### config.mk
export PLATFORM = sky130hd
export DESIGN_NAME = onehot_pulse_decoder
export DESIGN_NICKNAME = d
export VERILOG_FILES = /design/src/rtl/onehot_pulse_decoder.sv
export SDC_FILE = /design/constraint.sdc
export NUM_CORES = 1
export LEC_CHECK = 0
export BUFFER_PORTS_ARGS = -buffer_cell sky130_fd_sc_hd__buf_4
export CAP_MARGIN = 15
export CORE_UTILIZATION = 30
export DETAILED_ROUTE_END_ITERATION = 7
export SETUP_SLACK_MARGIN = 0.5
export SLEW_MARGIN = 40
export SYNTH_ARGS = -nofsm -noshare
export SYNTH_HDL_FRONTEND = slang
export SYNTH_SLANG_ARGS = --single-unit
### constraint.sdc
create_clock -name clk -period 3.14 [get_ports clk]
set_input_delay 0.471 -clock clk [delete_from_list [all_inputs] [get_ports clk]]
set_output_delay 0.471 -clock clk [all_outputs]
set_load 0.05 [all_outputs]
### src/rtl/onehot_pulse_decoder.sv
// onehot_pulse_decoder: decodes an accepted 2-bit index into a one-hot output held for HOLD enabled cycles
module onehot_pulse_decoder #(
    parameter int HOLD = 3
) (
    input  logic       clk,
    input  logic       rst_n,
    input  logic       in_valid,
    input  logic [1:0] in_sel,
    output logic       in_ready,
    input  logic       en,
    output logic [3:0] y,
    output logic       y_valid,
    output logic       done
);
    localparam int H = HOLD < 1 ? 1 : (HOLD > 15 ? 15 : HOLD);
    localparam logic [3:0] LOAD = 4'(H - 1);
    typedef enum logic [1:0] {IDLE, ACTIVE, GAP} state_t;
    state_t     state;
    logic [3:0] cnt;
    logic [1:0] sel;
    // a new request can only be taken while idle
    always_comb in_ready = state == IDLE;
    // accept, hold the one-hot pattern for H enabled cycles, pulse done, then one gap cycle
    always_ff @(posedge clk or negedge rst_n) begin
        if (!rst_n) begin
            state   <= IDLE;
            cnt     <= 4'd0;
            sel     <= 2'd0;
            y       <= 4'b0000;
            y_valid <= 1'b0;
            done    <= 1'b0;
        end else begin
            done <= 1'b0;
            case (state)
                IDLE: if (in_valid) begin
                    sel     <= in_sel;
                    cnt     <= LOAD;
                    y       <= 4'b0001 << in_sel;
                    y_valid <= 1'b1;
                    state   <= ACTIVE;
                end
                ACTIVE: if (en) begin
                    if (cnt == 4'd0) begin
                        y       <= 4'b0000;
                        y_valid <= 1'b0;
                        done    <= 1'b1;
                        state   <= GAP;
                    end else begin
                        cnt <= cnt - 4'd1;
                        y   <= 4'b0001 << sel;
                    end
                end
                default: state <= IDLE;
            endcase
        end
    end
endmodule
== Yosys cells after proc, flatten, opt, wreduce, memory -nomap -nowiden ==
Index checks and enable logic that the tools add are counted.

* Bits in registers: 14
* Input port bits: 6
* Output and inout port bits: 7
* Word-level logic and storage cells: 41

* Add/subtract/negate cells: 1
* Equality and inequality tests: 5
* Shift operators: 2
* Muxes and demuxes: 19
* Reduce and logical (&&, ||, !) cells: 8

{| class="wikitable"
|+ Operators by type and width
! operator !! count
|-
| $mux W4 || 6
|-
| $pmux W4 S2 || 2
|-
| $ne A2 B2 Y1 const B || 4
|-
| $reduce_and A4 Y1 || 2
|-
| $shl A1 B2 Y4 const A || 2
|-
| $mux W1 || 6
|-
| $mux W2 || 3
|-
| $reduce_and A3 Y1 || 2
|-
| $logic_not A4 Y1 || 1
|-
| $pmux W2 S2 || 1
|-
| $sub A4 B1 Y4 const B || 1
|-
| $eq A2 B1 Y1 const B || 1
|-
| $logic_not A2 Y1 || 1
|-
| $pmux W1 S2 || 1
|-
| $reduce_and A2 Y1 || 1
|-
| $reduce_bool A2 Y1 || 1
|}

== Depth between registers and ports, before layout ==
* Word-level depth: 4
* Mapped depth: 6
* Depth with buffers taken out: 5

== Least setup slack after synthesis ==
OpenSTA, ideal clock, no wires.

* Path type: flip-flop to output port
* From: register state[0]
* To: output port in_ready
* Arrival: 1144 ps
* Required time: 2669 ps
* Slack: 1525 ps
* Stages on the path, launching flop included: 3
* Buffers on the path: 1
* Path through: dfrtp_1 buf_2 nor2_1

* Longest elaborated chain between the ends: 1

{| class="wikitable"
|+ RTL lines
! item !! line !! RTL
|-
| from (decl) || 18 || <nowiki>state_t state;</nowiki>
|-
| from (signal assigned) || 26 || <nowiki>state <= IDLE;</nowiki>
|-
| from (signal assigned) || 40 || <nowiki>state <= ACTIVE;</nowiki>
|-
| from (signal assigned) || 47 || <nowiki>state <= GAP;</nowiki>
|-
| $logic_not A2 Y1 || 22 || <nowiki>always_comb in_ready = state == IDLE;</nowiki>
|-
| to (decl) || 9 || <nowiki>output logic in_ready,</nowiki>
|}

No other way between the ends.

== Worst setup path in the final report ==
* From: register cnt[0]
* To: register cnt[2]

* Longest elaborated chain between the ends: 4
* Elaborated cells between the ends (all ways): 7
* Classes of those cells: 1 x add/sub; 1 x eq/ne; 3 x mux; 2 x reduce/logical

{| class="wikitable"
|+ RTL lines
! item !! line !! RTL
|-
| from (decl) || 19 || <nowiki>logic [3:0] cnt;</nowiki>
|-
| from (signal assigned) || 49 || <nowiki>cnt <= cnt - 4'd1;</nowiki>
|-
| $sub A4 B1 Y4 || 49 ||
|-
| $mux W4 || 43 || <nowiki>if (cnt == 4'd0) begin</nowiki>
|-
| $mux W4 || 42 || <nowiki>ACTIVE: if (en) begin</nowiki>
|-
| $pmux W4 S2 || 34 || <nowiki>case (state)</nowiki>
|}

Parallel ways exist; a longest one is shown, timed or not. The select of a mux whose other input is x is not followed.
A chain may end at the register's enable or synchronous reset.

==> results.cfg <==
[global_routing]
grt_pass1_vias = 492
overflow = 0
grt_pass1_wl_mm = 2.325
grt.total_usage_pct = 12.15
antenna_found_initial = 0
grt_max_degree = 15

[sta]
fin_crit_ps = 1692
setup_violations = 0
rsz0062_at_grt = false
slew_violations = 0
fin_setup_tns_ps = 0
tightest_slew_ps = 472.6
hold_ws_ps = 23.44
clock.fmax_ghz = 0.5912
post-route-period-util_pct = 53.87
maxSlewHeadroom_pct = 68.35
finalHoldViolCount = 0
finalClockSkew_ps = 3.501

[synth]
ys_seq_elements = 14
syn_nets = 75
ys_types = 31
yosysWarningCount = 0
synth_top_area_share_pct = 48.03
syn_area_per_cell_sq_um = 10.89
yosysTopAreaCell = dfrtp_1
synth_area_leaders = dfrtp_1, mux2_2, ha_1
syn_area_sq_um = 729.5
synthCells = 67
ys_seq_area_share_pct = 48.03

[layout]
area_delta_synth_final_pct = 19.90
diodes = 0
nets = 90
drive_gt1_share_pct = 25.93
fin_cells = 109
final_util_pct = 38.79
fillers = 242

[job]
cap_violations = 0

[critical_path]
cp_max_fo = 7
path_cells = inv_1 -> ha_1 -> nor3b_2 -> nor4b_1 -> or3_1
cp.required_ps = 3310
crit_family = simple AND/OR/NAND/NOR gates
path_class = flop to flop
crit_path_end_kind = flop
critPathLaunchType = flop
cpPeakStageDelay_ps = 420
crit_slowest_cell = nor3b_2
worstPathArrival_ps = 1860
crit_buf_inv = 1

[min_path]
hold_path_class = input pin to asynchronous set/reset pin

[power]
switching_share_pct = 46.79
p_sw_mw = 0.4596
clockPowerShare_pct = 13.4
p_total_mw = 0.9823
ir_drop_mv = 0.4741
p_seq_share_pct = 34.5
powerDensity_nw_per_um2 = 1123
power.leakage_nw = 0.3714
internal_power_mw = 0.5227
p_comb_share_pct = 52.0

[detailed_routing]
dr.pass1.iters = 4
drcViolationCount = 0
antenna_left = 0
vias = 567
wire_per_inst_microns = 13.44
drt_iter0_markers = 11
avgViaCountPerCell = 5.202
wl_mm = 1.465

[clocking]
cts_hold_buf = 0
cts_tree = yes
path_clk_slew_ps = 90
clk_latency_ps = 280
post_cts_resized = 0
clock-sinks = 14
cts_setup_buffers = 0
htree_levels = 1
cts-buffers-inserted = 3
clockRootBuffer = clkbuf_4
clockBufferDepth = 2

[die]
ios = 13
dieHeight_microns = 51.31
core_sq_um = 2255
initial_core_util_pct = 32.35
std_cell_rows = 17
die_w_microns = 51.31
die_area_sq_um = 2633

[placed_design]
gp_congestion = 0.7527
dp_hpwl_mm = 1.045
port_buffers = 12
place_inst = 105

[outcome]
status = completed
## layer usage
| metal | global-route usage (%) | vias to the layer above | wire, microns |
|---|---|---|---|
| li1 | - | 289 | - |
| met1 | 18.58 | 266 | 811 |
| met2 | 15.79 | 10 | 603 |
| met3 | 1.786 | 2 | 34 |
| met4 | 6.757 | 0 | 16 |
| met5 | 0 | - | 0 |
## sequential cells by signal (all words and copies together), names as in the netlist
signal	cells
state	2
y	4
sel	2
done	1
cnt	4
y_valid	1
## layout make-up
type | instances | area (sq um) | area share (%)
Multi-Input combinational cell | 46 | 344.1 | 39.34
Tap cell | 28 | 35.03 | 4.006
Sequential cell | 14 | 350.3 | 40.06
Inverter | 5 | 18.77 | 2.146
Clock buffer | 4 | 36.28 | 4.149
Timing Repair Buffer | 12 | 90.09 | 10.30
## cell usage after synthesis (all sizes together)
cell,count
a211o,1
a21oi,3
a311o,1
a311oi,2
a31oi,3
and2,1
buf,2
dfrtp,14
ha,2
inv,5
mux2,3
nand2b,2
nand3,1
nand3b,3
nand4,1
nand4b,2
nor2,4
nor2b,1
nor3,1
nor3b,2
nor4,1
nor4b,1
o21ai,2
o22a,1
o22ai,1
o311ai,1
o31ai,3
or3,1
or3b,1
or4,1
## per-stage QoR
stage	worst slack, ps	area [sq um]
detailed placement	1483	838.3
global placement	1517	838.3
floorplan	1525	729.5
finish	1448	874.6
global route	1371	874.6
CTS	1466	874.6
## final timing paths
check | startpoint | endpoint | slack (ps) | depth (start not counted)
max | cnt[0]$_DFFE_PN0P_ | cnt[2]$_DFFE_PN0P_ | 1450 | 5
min | rst_n | done$_DFF_PN0_ | 20 | 1
max reg2reg | cnt[0]$_DFFE_PN0P_ | cnt[2]$_DFFE_PN0P_ | 1450 | 5
min reg2reg | cnt[0]$_DFFE_PN0P_ | cnt[0]$_DFFE_PN0P_ | 520 | 1
max in group asynchronous | rst_n | y[1]$_DFFE_PN0P_ | 2950 | 1
min in group clk | en | state[0]$_DFFE_PN0P_ | 420 | 2
## placed cells by master, fill, tap and decap left out, types with 3 or more instances in the layout
cell       n
a21oi_1    3
buf_4     12
a31oi_1    3
nor2_1     4
clkbuf_4   3
mux2_2     3
dfrtp_1   14
nand3b_1   3
o31ai_1    3
inv_1      5
## power groups by stage
stage                     clock [mW]  combinational [mW]  sequential (mW)
after floorplan                    0               0.282            0.446
after global placement             0               0.509            0.338
after detailed placement           0               0.512            0.341
after CTS                      0.140               0.513            0.339
after global routing           0.144               0.560            0.351
final                          0.132               0.511            0.339
## cell families (layout without fill, tap and decap cells)
kind of cell	count (synthesis)	in the layout	share of synthesized area (%)
and+or+nand+nor	23	23	21.78
adders and majority gates	2	2	3.430
AOI/OAI and AO/OA	18	18	17.33
DFF	14	14	48.03
muxes	3	3	4.631
buffers and inverters	7	21	4.802
(Power assumes the default switching activity.)
